[src/rtl/mod_timer.sv]
// mod_timer: memory-mapped down-counting timer with an 8-bit prescaler.
//
// All state updates on the falling edge of clk. Reset is synchronous and
// active-low.
//
// Ports
//   clk      in   1  clock; state changes on negedge
//   rst      in   1  synchronous active-low reset
//   ie       in   1  instruction-bus enable (unused)
//   de       in   1  data-bus enable, qualifies writes
//   iaddr    in  32  instruction address (unused)
//   daddr    in  32  block-relative byte offset
//   drw      in   2  read/write; bit0 set means write
//   din      in  32  write data
//   iout     out 32  instruction read data, always 0 (block is not executable)
//   dout     out 32  data read data, combinational decode of daddr
//   tmr_int  out  1  registered single-cycle expiry pulse
//
// Register map
//   0x0 COUNT   R/W
//   0x4 RELOAD  R/W
//   0x8 CTRL    R/W  bit0 EN, bit1 PER (1 periodic), bits[15:8] DIV
//   0xC STATUS  bit0 EXP, sticky, write-1-to-clear

module mod_timer (
    input  logic        clk,
    input  logic        rst,
    input  logic        ie,
    input  logic        de,
    input  logic [31:0] iaddr,
    input  logic [31:0] daddr,
    input  logic [1:0]  drw,
    input  logic [31:0] din,
    output logic [31:0] iout,
    output logic [31:0] dout,
    output logic        tmr_int
);

    localparam logic [31:0] AddrCount  = 32'h0000_0000;
    localparam logic [31:0] AddrReload = 32'h0000_0004;
    localparam logic [31:0] AddrCtrl   = 32'h0000_0008;
    localparam logic [31:0] AddrStatus = 32'h0000_000C;

    logic [31:0] count_q,  count_d;
    logic [31:0] reload_q, reload_d;
    logic        en_q,     en_d;
    logic        per_q,    per_d;
    logic [7:0]  div_q,    div_d;
    logic        exp_q,    exp_d;
    logic [7:0]  presc_q,  presc_d;
    logic        int_q,    int_d;

    logic wr;
    logic count_wr;
    logic reload_wr;
    logic ctrl_wr;
    logic status_wr;
    logic tick;
    logic expire;

    // Inputs that the block never looks at.
    logic unused_inputs;
    assign unused_inputs = ^{ie, iaddr, drw[1]};

    // ------------------------------------------------------------------
    // Bus write decode
    // ------------------------------------------------------------------
    assign wr        = de & drw[0];
    assign count_wr  = wr && (daddr == AddrCount);
    assign reload_wr = wr && (daddr == AddrReload);
    assign ctrl_wr   = wr && (daddr == AddrCtrl);
    assign status_wr = wr && (daddr == AddrStatus);

    // ------------------------------------------------------------------
    // Tick and expiry
    // ------------------------------------------------------------------
    assign tick   = en_q && (presc_q == div_q);
    // A COUNT write on the tick cycle takes precedence and cancels expiry.
    assign expire = tick && (count_q == 32'd0) && !count_wr;

    // ------------------------------------------------------------------
    // Next-state logic
    // ------------------------------------------------------------------
    always_comb begin
        count_d  = count_q;
        reload_d = reload_q;
        en_d     = en_q;
        per_d    = per_q;
        div_d    = div_q;
        exp_d    = exp_q;
        presc_d  = presc_q;
        int_d    = 1'b0;

        // Prescaler: any CTRL write restarts it; otherwise it runs only
        // while enabled and wraps to 0 on the tick.
        if (ctrl_wr) begin
            presc_d = 8'd0;
        end else if (en_q) begin
            presc_d = tick ? 8'd0 : presc_q + 8'd1;
        end

        // COUNT: bus write wins over the tick's decrement or reload.
        if (count_wr) begin
            count_d = din;
        end else if (tick) begin
            if (count_q != 32'd0) begin
                count_d = count_q - 32'd1;
            end else if (per_q) begin
                // Uses the pre-write RELOAD, so a coincident RELOAD write
                // only affects the following period.
                count_d = reload_q;
            end
        end

        if (reload_wr) begin
            reload_d = din;
        end

        // CTRL: a write always wins; otherwise one-shot expiry stops the timer.
        if (ctrl_wr) begin
            en_d  = din[0];
            per_d = din[1];
            div_d = din[15:8];
        end else if (expire && !per_q) begin
            en_d = 1'b0;
        end

        // EXP: setting beats a coincident write-1-to-clear.
        if (expire) begin
            exp_d = 1'b1;
        end else if (status_wr && din[0]) begin
            exp_d = 1'b0;
        end

        // With DIV=0 and RELOAD=0 expiry can fire every cycle; suppress the
        // pulse right after one so tmr_int is never high two cycles running.
        int_d = expire && !int_q;
    end

    // ------------------------------------------------------------------
    // State registers
    // ------------------------------------------------------------------
    always_ff @(negedge clk) begin
        if (!rst) begin
            count_q  <= 32'd0;
            reload_q <= 32'd0;
            en_q     <= 1'b0;
            per_q    <= 1'b0;
            div_q    <= 8'd0;
            exp_q    <= 1'b0;
            presc_q  <= 8'd0;
            int_q    <= 1'b0;
        end else begin
            count_q  <= count_d;
            reload_q <= reload_d;
            en_q     <= en_d;
            per_q    <= per_d;
            div_q    <= div_d;
            exp_q    <= exp_d;
            presc_q  <= presc_d;
            int_q    <= int_d;
        end
    end

    // ------------------------------------------------------------------
    // Outputs
    // ------------------------------------------------------------------
    always_comb begin
        dout = 32'd0;
        case (daddr)
            AddrCount:  dout = count_q;
            AddrReload: dout = reload_q;
            AddrCtrl:   dout = {16'd0, div_q, 6'd0, per_q, en_q};
            AddrStatus: dout = {31'd0, exp_q};
            default:    dout = 32'd0;
        endcase
    end

    assign iout    = 32'd0;
    assign tmr_int = int_q;

endmodule
[config.mk]
export PLATFORM = sky130hd
export DESIGN_NAME = mod_timer
export DESIGN_NICKNAME = d
export VERILOG_FILES = /design/src/rtl/mod_timer.sv
export SDC_FILE = /design/constraint.sdc
export NUM_CORES = 1
export LEC_CHECK = 0
export BUFFER_PORTS_ARGS = -buffer_cell sky130_fd_sc_hd__buf_2
export CORE_ASPECT_RATIO = 0.75
export CORE_MARGIN = 4
export CORE_UTILIZATION = 45
export CTS_CLUSTER_SIZE = 16
export DETAILED_ROUTE_END_ITERATION = 8
export GPL_ROUTABILITY_DRIVEN = 1
export PLACE_DENSITY = 0.72
export SKIP_CTS_REPAIR_TIMING = 1
export SLEW_MARGIN = 10
export SYNTH_ARGS = -nofsm -noshare
export SYNTH_HDL_FRONTEND = slang
export SYNTH_SLANG_ARGS = --single-unit
export TNS_END_PERCENT = 30
[constraint.sdc]
create_clock -name clk -period 5.95 [get_ports clk]
set_input_delay 0.2975 -clock clk [delete_from_list [all_inputs] [get_ports clk]]
set_output_delay 0.2975 -clock clk [all_outputs]
set_load 0.005 [all_outputs]
==> Word level (Yosys, flattened, before mapping) <==
Cells that the tools add are included.
{ "word_totals": {"in_bits": 102, "register_bits": 84} }
{ "op_classes": {"reduce_logical": 22, "add_sub_neg": 2, "muxes": 10, "n_eq_ne": 4, "bitwise_logic": 2} }
{ "ops": {"columns": ["operator", "count"], "rows": [
  ["$mux W32", 4],
  ["$pmux W32 S4", 1],
  ["$eq A32 B4 Y1 const B", 2],
  ["$logic_not A32 Y1", 2],
  ["$eq A32 B3 Y1 const B", 1],
  ["$reduce_bool A32 Y1", 1],
  ["$sub A32 B1 Y32 const B", 1],
  ["$logic_and A1 B1 Y1", 10],
  ["$add A8 B1 Y8 const B", 1],
  ["$eq A8 B8 Y1", 1],
  ["$mux W8", 1],
  ["$reduce_bool A2 Y1", 3],
  ["$mux W1", 4],
  ["$logic_not A1 Y1", 3],
  ["$reduce_bool A3 Y1", 1],
  ["$reduce_and A2 Y1", 1],
  ["$reduce_or A2 Y1", 1],
  ["$and A1 B1 Y1", 1],
  ["$not A1 Y1", 1]
]} }

==> Longest topological paths before layout <==
Gate-level depths: netlist (run 1).
{ "logic_depth": {"depth_word": 7, "mapped_depth": 10, "mapped_depth_nobuf": 8} }

==> results of run 1 <==
==> worst reg2reg max path: stages, from the launching register on <==
cell and delay (ps):
dfxtp_1 350, inv_1 100, ha_1 200, or4b_2 590, or4_4 440, nor3_2 990
nor3_1 190, a211oi_1 330, o31ai_1 110
==> power by group through the flow <==
| stage | clock network (mW) | registers [mW] | logic, mW |
|---|---|---|---|
| finish | 0.822 | 0.567 | 0.0600 |
| global route | 0.908 | 0.566 | 0.0650 |
| CTS | 0.841 | 0.567 | 0.0585 |
| detailed placement | 0.0866 | 0.575 | 0.0580 |
| global placement | 0.0866 | 0.575 | 0.0571 |
| floorplan | 0.0866 | 0.575 | 0.0364 |
==> per-layer routing <==
layer,vias up,wire length (um),track usage (%)
met5,-,0,0
met4,0,249,8.77
met1,2789,7370,32.2
met3,29,1730,8.32
li1,2804,-,-
met2,339,7840,38.1
==> placed cells by master, fill, tap and decap left out, drive strengths merged, types with 3 or more instances in the layout <==
cell type  count
a22o          22
dfxtp         84
o21ai         36
nand2        122
and3           4
xnor2         14
a32o           5
nor3          30
o21a           5
inv           92
nor4          32
o311ai         3
o211ai         6
or4            8
mux2i         12
a21o           4
xor2          14
clkbuf         9
nand4          5
mux2           5
clkinvlp       3
o221ai         4
a211o          3
nand2b         3
buf          115
a31oi         18
ha             3
a21oi         60
nor2          49
nand3b         3
or3           14
conb          32
nand3         19
==> state kept, by name, indices dropped and copies added, names as in the netlist <==
name,cells
reload_q,32
en_q,1
per_q,1
tmr_int,1
div_q,8
presc_q,8
count_q,32
exp_q,1
==> how the worst max path moves through the flow <==
| stage | startpoint | to | slack (ps) |
|---|---|---|---|
| after floorplan | daddr[17] | reload_q[0] | 940 |
| after global placement | daddr[23] | count_q[13] | 650 |
| after detailed placement | daddr[25] | count_q[7] | 590 |
| final | daddr[23] | count_q[7] | 920 |
| after global routing | daddr[23] | count_q[7] | 810 |
| after CTS | daddr[23] | count_q[7] | 1000 |
==> logic make-up after synthesis <==
| family | Yosys count | synth area share [%] |
|---|---|---|
| compound gates | 178 | 21.4 |
| xor+xnor | 28 | 4.62 |
| buf+inv | 99 | 9.89 |
| mux | 18 | 3.74 |
| simple gates | 303 | 27.9 |
| other cells | 1 | 0.0706 |
| fa+ha+maj | 3 | 0.707 |
| flops | 84 | 31.7 |
==> final cells by class <==
class | instances | area share, %
Clock buffer | 9 | 3.53
Clock inverter | 89 | 6.12
Inverter | 8 | 0.470
Multi-Input combinational cell | 562 | 50.8
Sequential cell | 84 | 26.3
Tap cell | 162 | 3.18
Timing Repair Buffer | 115 | 9.60
==> results.py, run 1 <==
metrics = {
    "min_path": {
        "worstHoldEndpoint": "tmr_int",
        "hold_path_class": "flop to flop",
        "hold_path_depth": 1,
        "min-delay-start": "tmr_int",
    },
    "yosys": {
        "synth_cells": 714,
        "synth_cell_types": 59,
        "synth.most_common_cell": "nand2_1",
        "ys_seq_area_share_pct": 31.7,
        "synth_top_cells_by_area": "dfxtp_1 (32%), nand2_1 (8.6%), a21oi_1 (5.7%)",
        "yosysTopAreaCellShare_pct": 31.7,
        "synth_commonest_cells": "nand2_1 (122), dfxtp_1 (84), a21oi_1 (60)",
        "ys.flop_type": "dfxtp_1",
        "ys_async_sr_fraction_pct": 0,
        "syn-cell-area_um2": 5310,
        "synth_edf_count": 0,
        "yosys_warnings": 0,
        "synth_top_area_cell": "dfxtp_1",
        "avgSynthCellArea_um2": 7.44,
        "ys_ff_latch": 84,
    },
    "drt": {
        "num_vias": 5961,
        "finalWirelength_um": 17200,
        "wl_per_cell_um": 16.7,
        "routed_via_density": 5.79,
        "dr.pass1.iters": 5,
        "drtIter0Drc": 500,
        "postRouteAntennaNets": 0,
        "drc": 0,
    },
    "global_routing": {
        "antenna_found_initial": 0,
        "grt_overflow": 0,
        "first_global_vias": 5758,
        "grt_max_degree": 48,
        "grt_pass1_wl_um": 27400,
        "grt_use_total_pct": 24.6,
    },
    "worst_setup_path": {
        "r2r_cells": 8,
        "r2r_slack_ps": 2550,
        "startpoint_type": "primary input",
        "critical_path_class": "primary input to flop",
        "crit_family": "simple AND/OR/NAND/NOR gates",
        "path_cells": "buf_2 -> nor4_1 -> and4_1 -> nand3_2 -> nand2_1 -> o21ai_0 -> a32o_1",
        "worst_path_max_delay_cell": "nand2_1",
        "crit_cells": 7,
        "path_buf_inv": 1,
        "crit_required_ps": 3270,
        "cp.arrival_ps": 2340,
        "critical_path.max_fanout": 16,
        "crit_path_end_kind": "flop",
        "cpPeakStageDelay_ps": 490,
        "r2r-end": "count_q[12]",
        "timing.rr.start": "count_q[1]",
    },
    "place": {
        "pre_cts_slack_ps": 593,
        "placed_area_um2": 5770,
        "place_congestion": 0.915,
        "hpwl_um": 11400,
        "dp.cells": 932,
        "io_buffer_count": 100,
    },
    "timing": {
        "hold_slack_ps": 424,
        "tns_ps": 0,
        "hold_viol_final": 0,
        "skew_ps": 24.4,
        "max_slew.worst_pin.slew_ps": 1300,
        "report.final.slew_viol_count": 0,
        "finalSetupViolCount": 0,
        "rsz0062_at_grt": "false",
        "finalWorstSetupSlack_ps": 923,
        "relSlewSlack_pct": 12.9,
    },
    "power": {
        "p_leak_nw": 2.86,
        "p_total_mw": 1.45,
        "seq_power_share_pct": 39.1,
        "p_sw_share_pct": 29.3,
        "peakVddDrop_mv": 0.158,
        "p_clk_share_pct": 56.7,
        "powerDensity_nw_per_um2": 227,
        "netSwitchingPower_uw": 425,
        "power.internal_mw": 1.02,
        "combPwrFrac_pct": 4.1,
    },
    "cts": {
        "clockRootBuffer": "clkbuf_16",
        "cts_buffer_depth": 2,
        "tritoncts": "yes",
        "cts_made_buffers": 9,
        "clkSlewWorstSetupHoldPaths_ps": 40,
        "clock-sinks": 84,
        "clkLatencyLatePin_ps": 420,
        "htreeDepth": 3,
    },
    "final_layout": {
        "final_cells": 1029,
        "fin_area_um2": 6380,
        "layout-drive-gt1-share_pct": 17.3,
        "areaGrowthSynthToFinish_pct": 20.2,
        "seq_area_um2": 1680,
        "multiInputGateArea_um2": 3240,
        "antenna_cells": 0,
        "fillerInstances": 1121,
        "post-route-util_pct": 55.2,
        "nets": 969,
    },
    "flow_run": {
        "drv_cap": 0,
    },
    "floorplanning": {
        "rows": 34,
        "num_io_pins": 167,
        "design.die.area_um2": 13600,
        "die-width_um": 133,
        "core_um2": 11600,
        "start_util_pct": 45.9,
        "die_height_um": 102,
    },
    "run_status": {
        "status": "finished clean",
    },
}
No activity file was read; power rests on OpenSTA's default activity.
==> inputs of run 2 (changes only) <==
==> constraint.sdc (replaced) <==
create_clock -name clk -period 5.19 [get_ports clk]
set_input_delay 0.2595 -clock clk [delete_from_list [all_inputs] [get_ports clk]]
set_output_delay 0.2595 -clock clk [all_outputs]
set_load 0.005 [all_outputs]
==> run 2 against run 1 <==
  * Sequential power grew 15%
  * Routed wire length shrank 0.12%
  * Via count up 0.40%
  * Cell count grew 0.29%
  * Die area stayed put
  * Clock skew decreased by 2.4 ps
  * Critical endpoint is now dout[0]
  * Largest power group unchanged
  * Highest routed layer unchanged
==> results.py, run 2 (synthesis gave the netlist of run 1 again) <==
metrics = {
    "cts": {
        "tritoncts": "yes",
        "cts_buffer_depth": 2,
        "clkSlewWorstSetupHoldPaths_ps": 30,
        "htreeDepth": 3,
        "cts_made_buffers": 9,
        "clock-sinks": 84,
        "clkLatencyLatePin_ps": 410,
        "clockRootBuffer": "clkbuf_16",
    },
    "power": {
        "netSwitchingPower_uw": 481,
        "powerDensity_nw_per_um2": 252,
        "seq_power_share_pct": 40.4,
        "p_sw_share_pct": 29.9,
        "p_total_mw": 1.61,
        "p_clk_share_pct": 55.2,
        "power.internal_mw": 1.13,
        "combPwrFrac_pct": 4.3,
        "peakVddDrop_mv": 0.151,
        "p_leak_nw": 2.87,
    },
    "floorplanning": {
        "start_util_pct": 45.9,
        "die-width_um": 133,
        "die_height_um": 102,
        "core_um2": 11600,
        "rows": 34,
        "num_io_pins": 167,
        "design.die.area_um2": 13600,
    },
    "worst_setup_path": {
        "startpoint_type": "flop",
        "crit_required_ps": 4930,
        "critical_path_class": "flop to output port",
        "cp.arrival_ps": 4260,
        "crit_path_end_kind": "output port",
        "r2r_slack_ps": 1880,
        "r2r_cells": 8,
        "r2r-end": "count_q[7]",
        "timing.rr.start": "count_q[0]",
        "critical_path.max_fanout": 11,
    },
    "global_routing": {
        "grt_max_degree": 36,
        "grt_pass1_wl_um": 27900,
        "grtUsageMet2_pct": 39.6,
        "antenna_found_initial": 0,
        "grt_use_total_pct": 25.0,
        "first_global_vias": 5882,
        "gr-usage-met3_pct": 7.97,
        "grt_overflow": 0,
        "grt-busiest-layer": "met2",
        "met1_usage_pct": 32.9,
    },
    "drt": {
        "drc": 0,
        "dr.pass1.iters": 6,
        "num_vias": 5985,
        "postRouteAntennaNets": 0,
        "finalWirelength_um": 17200,
        "drtIter0Drc": 612,
        "wl_per_cell_um": 16.6,
        "routed_via_density": 5.80,
    },
    "min_path": {
        "hold_path_depth": 1,
        "min-delay-start": "tmr_int",
        "worstHoldEndpoint": "tmr_int",
        "hold_path_class": "flop to flop",
    },
    "final_layout": {
        "final_cell_mix": "nand2_1 (122), buf_2 (100), inv_1 (95)",
        "reg_top3": "count_q x32, reload_q x32",
        "layout-drive-gt1-share_pct": 17.2,
        "layout_commonest_cell": "nand2_1",
        "post-route-util_pct": 55.2,
        "antenna_cells": 0,
        "nets": 971,
        "areaGrowthSynthToFinish_pct": 20.3,
    },
    "place": {
        "pre_cts_slack_ps": 340,
        "io_buffer_count": 100,
        "hpwl_um": 11700,
        "place_congestion": 0.929,
    },
    "timing": {
        "finalSetupViolCount": 0,
        "hold_viol_final": 0,
        "rsz0062_at_grt": "false",
        "skew_ps": 22.0,
        "relSlewSlack_pct": 38.2,
        "finalWorstSetupSlack_ps": 673,
        "tns_ps": 0,
        "max_slew.worst_pin.slew_ps": 920,
        "report.final.slew_viol_count": 0,
    },
    "run_status": {
        "status": "finished clean",
    },
    "flow_run": {
        "drv_cap": 0,
    },
}
==> run 2: cell types whose count changed in the layout (fill, tap and decap cells not counted), sizes merged <==
| cell | change |
|---|---|
| buf | +2 |
| inv | +4 |
| bufinv | -1 |
| clkinvlp | -2 |
==> run 2: cell type report <==
cell class	instances	area [um^2]
Fill cell	1138	5180
Multi-Input combinational cell	562	3240
Sequential cell	84	1680
Timing Repair Buffer	117	641
Clock inverter	90	368
Clock buffer	9	225
Tap cell	162	203
Inverter	8	30.0
==> run 2: critical path, stage by stage, from the launching register on <==
cell,delay [ps]
dfxtp_1,420
mux4_2,530
and3_1,190
buf_2,120
==> run 2: power by group through the flow <==
stage	combinational (mW)	clock, mW	sequential [mW]
detailed placement	0.0678	0.0992	0.659
CTS	0.0681	0.912	0.650
finish	0.0694	0.888	0.650
global placement	0.0659	0.0992	0.659
global route	0.0760	0.989	0.649
floorplan	0.0418	0.0992	0.659
==> run 2: metrics by stage <==
| stage | cells | instance area [um^2] | hold WS, ps |
|---|---|---|---|
| finish | 1032 | 6390 | 420 |
| global route | 1032 | 6390 | 442 |
| CTS | 1032 | 6390 | 426 |
| detailed placement | 934 | 5800 | 422 |
| global placement | 934 | 5800 | 413 |
| floorplan | 745 | 5430 | 419 |
==> run 2: worst max path at each step <==
stage	from	endpoint	slack, ps	cells after the start
2_1_floorplan	daddr[17]	reload_q[0]	600	8
3_3_place_gp	daddr[23]	count_q[13]	460	8
3_5_place_dp	daddr[23]	count_q[15]	340	8
4_1_cts	en_q	dout[0]	680	3
5_1_grt	en_q	dout[0]	610	3
6_report	en_q	dout[0]	670	3
==> run 2: per-layer routing <==
layer | vias to the layer above | routed length, um
met2 | 320 | 7770
met1 | 2843 | 7500
met5 | - | 0
met3 | 28 | 1710
li1 | 2794 | -
met4 | 0 | 187
